## config.mk

```make
export PLATFORM = sky130hd
export DESIGN_NAME = pipeline_hazard_ctrl
export DESIGN_NICKNAME = d
export VERILOG_FILES = /design/src/rtl/hazard_pkg.sv /design/src/rtl/hazard_wait_timer.sv /design/src/rtl/pipeline_hazard_ctrl.sv
export SDC_FILE = /design/constraint.sdc
export NUM_CORES = 1
export LEC_CHECK = 0
export ABC_AREA = 1
export CAP_MARGIN = 5
export CORE_AREA = 2 2 66 81
export CTS_CLUSTER_SIZE = 10
export DETAILED_ROUTE_END_ITERATION = 10
export DIE_AREA = 0 0 68 83
export GPL_ROUTABILITY_DRIVEN = 0
export MAX_ROUTING_LAYER = met4
export RECOVER_POWER = 25
export SKIP_CTS_REPAIR_TIMING = 1
export SLEW_MARGIN = 5
export SYNTH_ARGS = -nofsm -noshare
export SYNTH_HDL_FRONTEND = slang
export SYNTH_SLANG_ARGS = --single-unit
```

## constraint.sdc

```tcl
create_clock -name clk -period 1.5 [get_ports clk]
set_clock_uncertainty 0.05 [all_clocks]
set_input_delay 0.15 -clock clk [delete_from_list [all_inputs] [get_ports clk]]
set_output_delay 0.15 -clock clk [all_outputs]
set_load 0.01 [all_outputs]
```

## src/rtl/hazard_pkg.sv

```systemverilog
// rtl/hazard_pkg.sv - shared state codes, stage-control struct and constants for pipeline_hazard_ctrl
package hazard_pkg;

    typedef enum logic [1:0] {
        RUN      = 2'd0,
        LU_STALL = 2'd1,
        MEM_WAIT = 2'd2
    } hz_state_e;

    localparam logic [4:0] REG_X0 = 5'd0;

    typedef struct packed {
        logic pc_en;
        logic pc_sel;
        logic if_id_en;
        logic id_ex_en;
        logic ex_mem_en;
        logic mem_wb_en;
        logic if_id_flush;
        logic id_ex_flush;
        logic ex_mem_flush;
        logic mem_wb_flush;
    } stage_ctrl_t;

    localparam stage_ctrl_t CTRL_RUN = '{
        pc_en:        1'b1,
        pc_sel:       1'b0,
        if_id_en:     1'b1,
        id_ex_en:     1'b1,
        ex_mem_en:    1'b1,
        mem_wb_en:    1'b1,
        if_id_flush:  1'b0,
        id_ex_flush:  1'b0,
        ex_mem_flush: 1'b0,
        mem_wb_flush: 1'b0
    };

endpackage

```

## src/rtl/hazard_wait_timer.sv

```systemverilog
// rtl/hazard_wait_timer.sv - consecutive data-memory wait counter with timeout compare
module hazard_wait_timer #(
    parameter int MEM_TIMEOUT = 64,
    parameter int CNT_W       = 16
) (
    input  logic clk,
    input  logic resetn,
    input  logic inc,
    output logic at_limit
);

    logic [CNT_W-1:0] cnt;

    // The count only survives across back-to-back wait cycles; any other cycle restarts it.
    always_ff @(posedge clk) begin
        if (!resetn || !inc) begin
            cnt <= '0;
        end else begin
            cnt <= cnt + 1'b1;
        end
    end

    assign at_limit = (cnt == CNT_W'(MEM_TIMEOUT - 1));

endmodule

```

## src/rtl/pipeline_hazard_ctrl.sv

```systemverilog
// rtl/pipeline_hazard_ctrl.sv - 5-stage stall/flush sequencer; optional HAZARD_PERF_CNT_EN adds perf counters
module pipeline_hazard_ctrl #(
    parameter int MEM_TIMEOUT = 64,
    parameter int CNT_W       = 16
) (
    input  logic        clk,
    input  logic        reset,
    input  logic [4:0]  id_rs1,
    input  logic [4:0]  id_rs2,
    input  logic [4:0]  ex_rd,
    input  logic        ex_memread,
    input  logic        mem_branch,
    input  logic        mem_zero,
    input  logic        mem_memacc,
    input  logic        dmem_ready,
    output logic        dmem_req,
    output logic        pc_en,
    output logic        pc_sel,
    output logic        if_id_en,
    output logic        id_ex_en,
    output logic        ex_mem_en,
    output logic        mem_wb_en,
    output logic        if_id_flush,
    output logic        id_ex_flush,
    output logic        ex_mem_flush,
    output logic        mem_wb_flush,
    output logic [1:0]  state_o,
`ifdef HAZARD_PERF_CNT_EN
    output logic [31:0] perf_stall_cyc,
    output logic [31:0] perf_flush_cnt,
`endif
    output logic        timeout_err
);

    import hazard_pkg::*;

    localparam logic [1:0] ST_RUN      = RUN;
    localparam logic [1:0] ST_LU_STALL = LU_STALL;
    localparam logic [1:0] ST_MEM_WAIT = MEM_WAIT;

    logic [1:0]  state;
    logic [1:0]  state_nxt;
    stage_ctrl_t ctrl;
    logic        req;
    logic        lu_haz;
    logic        br_tk;
    logic        mwait;
    logic        at_limit;
    logic        timeout;
    logic        err_q;

    assign lu_haz  = ex_memread & (ex_rd != REG_X0) & ((ex_rd == id_rs1) | (ex_rd == id_rs2));
    assign br_tk   = mem_branch & mem_zero;
    assign mwait   = mem_memacc & ~dmem_ready;
    assign timeout = (state == ST_MEM_WAIT) & mwait & at_limit;

    hazard_wait_timer #(
        .MEM_TIMEOUT (MEM_TIMEOUT),
        .CNT_W       (CNT_W)
    ) u_wait_timer (
        .clk      (clk),
        .resetn   (reset),
        .inc      (mwait & ~timeout),
        .at_limit (at_limit)
    );

    // Decisions depend only on live inputs; state matters just for the timeout check,
    // so encoding 3 naturally behaves like RUN.
    always_comb begin
        ctrl      = CTRL_RUN;
        req       = mem_memacc;
        state_nxt = ST_RUN;
        if (!reset) begin
            req = 1'b0;
        end else if (mwait) begin
            ctrl.pc_en        = 1'b0;
            ctrl.if_id_en     = 1'b0;
            ctrl.id_ex_en     = 1'b0;
            ctrl.ex_mem_en    = 1'b0;
            ctrl.mem_wb_flush = 1'b1;
            if (timeout) begin
                ctrl.ex_mem_flush = 1'b1;
                req               = 1'b0;
            end else begin
                state_nxt = ST_MEM_WAIT;
            end
        end else if (br_tk) begin
            ctrl.pc_sel       = 1'b1;
            ctrl.if_id_flush  = 1'b1;
            ctrl.id_ex_flush  = 1'b1;
            ctrl.ex_mem_flush = 1'b1;
        end else if (lu_haz) begin
            ctrl.pc_en       = 1'b0;
            ctrl.if_id_en    = 1'b0;
            ctrl.id_ex_flush = 1'b1;
            state_nxt        = ST_LU_STALL;
        end
    end

    always_ff @(posedge clk) begin
        if (!reset) begin
            state <= ST_RUN;
            err_q <= 1'b0;
        end else begin
            state <= state_nxt;
            if (timeout) begin
                err_q <= 1'b1;
            end
        end
    end

`ifdef HAZARD_PERF_CNT_EN
    always_ff @(posedge clk) begin
        if (!reset) begin
            perf_stall_cyc <= '0;
            perf_flush_cnt <= '0;
        end else begin
            if (!ctrl.pc_en && perf_stall_cyc != 32'hFFFF_FFFF) begin
                perf_stall_cyc <= perf_stall_cyc + 32'd1;
            end
            if (ctrl.pc_sel && perf_flush_cnt != 32'hFFFF_FFFF) begin
                perf_flush_cnt <= perf_flush_cnt + 32'd1;
            end
        end
    end
`endif

    assign dmem_req     = req;
    assign pc_en        = ctrl.pc_en;
    assign pc_sel       = ctrl.pc_sel;
    assign if_id_en     = ctrl.if_id_en;
    assign id_ex_en     = ctrl.id_ex_en;
    assign ex_mem_en    = ctrl.ex_mem_en;
    assign mem_wb_en    = ctrl.mem_wb_en;
    assign if_id_flush  = ctrl.if_id_flush;
    assign id_ex_flush  = ctrl.id_ex_flush;
    assign ex_mem_flush = ctrl.ex_mem_flush;
    assign mem_wb_flush = ctrl.mem_wb_flush;
    assign state_o      = state;
    assign timeout_err  = err_q;

endmodule
```

==> results of run 1 <==
-- layout make-up --
| type | instances | area, sq um | area share, % |
|---|---|---|---|
| Multi-Input combinational cell | 128 | 723 | 36.4 |
| Timing Repair Buffer | 67 | 618 | 31.1 |
| Sequential cell | 19 | 385 | 19.4 |
| Inverter | 37 | 139 | 6.98 |
| Tap cell | 60 | 75.1 | 3.77 |
| Clock buffer | 3 | 41.3 | 2.08 |
| Clock inverter | 1 | 7.51 | 0.377 |
-- kinds of logic (layout without fill, tap and decap cells) --
family / Yosys count / count (layout) / share of synthesized area, %
flops: 19 / 19 / 32.1
fa+ha+maj: 1 / 1 / 1.05
buf+inv: 42 / 108 / 15.2
compound gates: 14 / 14 / 6.22
xor+xnor: 7 / 7 / 5.17
other cells: 1 / 1 / 0.316
simple gates: 105 / 105 / 40.0
-- per-stage QoR --
step,hold WS (ps),power (mW),instance area [sq um]
after CTS,406,1.08,1850
after global routing,282,1.12,1990
after detailed placement,395,0.706,1800
final,259,1.06,1990
after global placement,388,0.705,1800
after floorplan,244,0.597,1190
-- path summary, 6_finish.rpt --
path | from | end | slack (ps) | cells after the start
worst min register to register | timeout_err$_SDFFE_PN0P_ | timeout_err$_SDFFE_PN0P_ | 400 | 2
worst max register to register | u_wait_timer.cnt[0]$_SDFF_PP0_ | u_wait_timer.cnt[8]$_SDFF_PP0_ | 70 | 8
worst max-delay path | u_wait_timer.cnt[8]$_SDFF_PP0_ | ex_mem_flush | -60 | 6
worst min-delay path | dmem_ready | state_o[0]$_SDFF_PP0_ | 260 | 4
-- power groups by stage --
stage	registers (mW)	logic [mW]	clock network, mW
final	0.509	0.190	0.365
after global routing	0.510	0.210	0.398
after CTS	0.508	0.186	0.382
after detailed placement	0.520	0.186	0
after global placement	0.520	0.185	0
after floorplan	0.521	0.0764	0
-- flip-flops by register name, indices dropped and copies added, names as in the netlist --
name,count
u_wait_timer.cnt,16
timeout_err,1
state_o,2
-- worst max-delay path: cells and delay by family, from the launching register on --
kind	cells	cell delay (ps)
DFF	1	330
AOI/OAI and AO/OA	1	150
and+or+nand+nor	4	490
buffers and inverters	1	130
-- metal layers --
layer,GRT usage (%),wire (um)
met2,20.4,1660
met3,2.71,146
met1,10.8,1150
met5,-,0
met4,4.91,56
-- placed cells by master (no fill, tap or decap), types with 2 or more instances in the layout --
master / count
xor2_1: 3
clkbuf_8: 3
buf_2: 2
inv_1: 34
clkdlybuf4s50_1: 8
nand3_2: 3
nand2_1: 43
nor3_1: 4
o21ai_0: 3
nor2_2: 8
inv_2: 3
clkbuf_2: 2
dfxtp_1: 15
dfxtp_2: 4
nand4_1: 5
buf_4: 33
a21oi_1: 8
nand2_2: 4
or2_0: 2
xnor2_1: 3
dlymetal6s2s_1: 20
nor2_1: 21
nor2_4: 4
a21oi_2: 2
nand3_1: 7
==> flow_summary.yaml, run 1 <==
run_status:
  status: "complete, but fails checks"
  violations: "setup timing"
setup_path:
  crit_path_max_fanout: 3
  cp.required_ps: 1300
  path_cells: "nor2_2, nand3_1, nor2_2, nand4_4, a21oi_2, buf_2"
  cp.arrival_ps: 1360
  crit_type: "register to output port"
  slowest_stage: "dfxtp_2"
  worstSetupStartpointType: "register"
  max_stage_delay_ps: 330
  crit_top_cell: "nor2_2"
  end_kind: "output port"
power_and_ir_drop:
  p_int_uw: 796
  power_density_mw_per_mm2: 535
  p_comb_share_pct: 17.8
  p_leak_nw: 1.04
  p_sw_uw: 267
  pwr-share-seq_pct: 47.9
  pwr-share-clk_pct: 34.3
  p_sw_share_pct: 25.1
  ir_drop_v: 0.000267
place:
  dp_hpwl_um: 2310
  io_buffer_count: 34
  dp.cells: 310
  preCtsSetupSlack_ps: -522
yosys:
  syn_avg_cell_area_sq_um: 6.28
  syn_nets: 212
  yosysMostFrequentCell: "nand2_1"
  synth_warnings: 0
  yosys-top-cells-area: "dfxtp_1, nand2_1, inv_1, nor2_1, nand3_1"
  async_flop_share_pct: 0
  synth_edf_count: 0
  ys_seq_area_share_pct: 32.1
  synth-seq-cells: 19
  ys.flop_type: "dfxtp_1"
  syn_area_sq_mm: 0.00119
  synth_cells: 189
  yosysTopAreaCellShare_pct: 32.1
  yosys.cell_types.count: 23
  synth_top_cell_by_area: "dfxtp_1"
  synth_commonest_cells: "nand2_1, inv_1, nor2_1"
grt:
  grt_pass1_wl_um: 4890
  grt_start_max_net_pins: 18
  grt_pass1_vias: 1277
  grt_use_total_pct: 11.3
  grt.overflow.total: 0
  antenna_found_initial: 0
sta:
  max_freq_mhz: 640
  finalCritPeriodShare_pct: 104
  finalSetupViolations: 5
  final-max-slew-violation-count: 0
  setup_ws_ps: -63.1
  finalHoldViolations: 0
  fin_setup_tns_ps: -189
  rsz0062_at_grt: "yes"
  period_needed_ps: 1560
final_layout:
  area_growth_pct: 67.7
  nets: 279
  finish.utilization_pct: 41.1
  n_antenna_cell: 0
  final_cells: 315
  drive_gt1_share_pct: 29.4
  fill_cells: 510
die:
  die_h_um: 83
  dieArea_sq_mm: 0.00564
  io_pins: 36
  start_util_pct: 24.5
  die_x_um: 68
  fp-row-count: 28
  core_area_sq_mm: 0.00483
route:
  vias: 1322
  firstDrtPassIters: 4
  antenna_left: 0
  dr.first_iter.drc_count: 45
  post-route-drc-count: 0
  wl_um: 3020
  viasPerCell: 4.20
  drt-wirelength-per-cell_um: 9.57
cts:
  cts.sinks: 19
  htreeDepth: 1
  clock_path_buffers: 2
  root_buffer: "clkbuf_8"
  cts_tree: "built"
  cts_buffers: 3
  clock_latency_ps: 260
  clk_pin_slew_ps: 80
flow_run:
  cap_violations: 0
min_path:
  holdCritPathClass: "input port to register"
Note: power is estimated with default switching activity, not from simulation.
==> inputs of run 2 (changes only) <==
GPL_TIMING_DRIVEN = 0   (was default)
==> run 2 against run 1 <==
The run still ends with setup timing left. Sequential share of layout area is 1.2 points higher. Combinational power hardly changed. Non-clock buffer count shrank 20.
==> flow_summary.yaml, run 2 (synthesized netlist as in run 1, its figures left out) <==
sta:
  max_freq_mhz: 611
  rsz0062_at_grt: "yes"
  finalSetupViolations: 2
  setup_ws_ps: -136
  period_needed_ps: 1640
  final-max-slew-violation-count: 0
  fin_setup_tns_ps: -240
  finalHoldViolations: 0
  finalCritPeriodShare_pct: 109
run_status:
  status: "complete, but fails checks"
  violations: "setup timing"
final_layout:
  area_growth_pct: 57.0
  largest_reg_flops: 16
  mostFrequentLayoutCells: "nand2_1, inv_1, nor2_1, dlymetal6s2s_1, dfxtp_1"
  n_antenna_cell: 0
  final_common_cell: "nand2_1"
  final_cells: 295
  stdcell_area_sq_mm: 0.00186
  nets: 259
  regMostFlops: "u_wait_timer.cnt"
  drive_gt1_share_pct: 23.8
setup_path:
  crit_type: "register to output port"
  worstSetupStartpointType: "register"
  cp.required_ps: 1300
  crit_path_max_fanout: 4
  end_kind: "output port"
  cp.arrival_ps: 1440
route:
  antenna_left: 0
  drt-wirelength-per-cell_um: 9.41
  dr.first_iter.drc_count: 15
  vias: 1235
  firstDrtPassIters: 3
  post-route-drc-count: 0
  wl_um: 2780
  viasPerCell: 4.19
die:
  dieArea_sq_mm: 0.00564
  core_area_sq_mm: 0.00483
  io_pins: 36
  die_h_um: 83
  die_x_um: 68
  fp-row-count: 28
  start_util_pct: 24.5
flow_run:
  cap_violations: 0
grt:
  grt_pass1_vias: 1163
  grt_pass1_wl_um: 4670
  grt_start_max_net_pins: 12
  grt_use_total_pct: 10.8
  grt.overflow.total: 0
  antenna_found_initial: 0
cts:
  clk_pin_slew_ps: 80
  clock_path_buffers: 2
  clock_latency_ps: 260
  cts_tree: "built"
  root_buffer: "clkbuf_8"
  htreeDepth: 1
  cts_buffers: 3
  cts.sinks: 19
power_and_ir_drop:
  power_density_mw_per_mm2: 573
  ir_drop_v: 0.000248
  p_leak_nw: 0.962
  power_mw: 1.07
min_path:
  holdCritPathClass: "input port to register"
place:
  dp_hpwl_um: 2100
  postPlaceCellArea_sq_mm: 0.00160
  io_buffer_count: 34
  dp.cells: 283
[run 2: changes by cell type in the layout (fill, tap and decap cells not counted), moves of 2 or more]
cell / change
inv_1: -3
inv_2: +3
nor2_2: -2
buf_4: -21
clkdlybuf4s50_1: -2
dfxtp_1: +2
dfxtp_2: -2
clkbuf_2: +2
dlymetal6s2s_1: +2
[run 2: power breakdown]
part / leakage, nW / internal [mW] / switching [mW]
Sequential: 0.154 / 0.507 / 0.00228
Combinational: 0.782 / 0.101 / 0.0881
Clock: 0.0255 / 0.185 / 0.183
Total: 0.962 / 0.794 / 0.273
[run 2: path summary, 6_finish.rpt]
path	from	to	slack, ps	depth (start not counted)
min reg2reg	u_wait_timer.cnt[0]$_SDFF_PP0_	u_wait_timer.cnt[0]$_SDFF_PP0_	390	1
min	dmem_ready	state_o[0]$_SDFF_PP0_	150	3
max reg2reg	u_wait_timer.cnt[0]$_SDFF_PP0_	u_wait_timer.cnt[8]$_SDFF_PP0_	10	8
max	u_wait_timer.cnt[0]$_SDFF_PP0_	ex_mem_flush	-140	6
[run 2: critical path: stages, from the launching register on]
cell and delay (ps):
dfxtp_2 360, ha_4 150, nand2_4 60, nor2_4 180, nand4_4 140, a21oi_1 140
clkbuf_2 150
[run 2: per-layer routing]
layer / vias to the layer above / routed length (um) / GRT usage (%)
li1: 661 / - / -
met2: 37 / 1400 / 17.4
met3: 5 / 141 / 2.44
met4: 0 / 53 / 5.45
met5: - / 0 / -
met1: 532 / 1180 / 12.1
[run 2: final cells by class]
type	count	area (sq um)
repair buffers	42	430
plain buffers	5	45.0
multi-input cells	128	743
inverters	37	139
fillers	528	2970
well taps	60	75.1
clock buffers	3	41.3
flip-flops and latches	19	383
clock inverters	1	5.00
[run 2: metrics by stage]
step,setup WS (ps),hold slack (ps),utilization (%)
after detailed placement,-648,388,33.1
final,-136,154,38.5
after floorplan,154,244,-
after CTS,-727,407,34.1
after global routing,-225,185,38.5
after global placement,-645,378,33.1
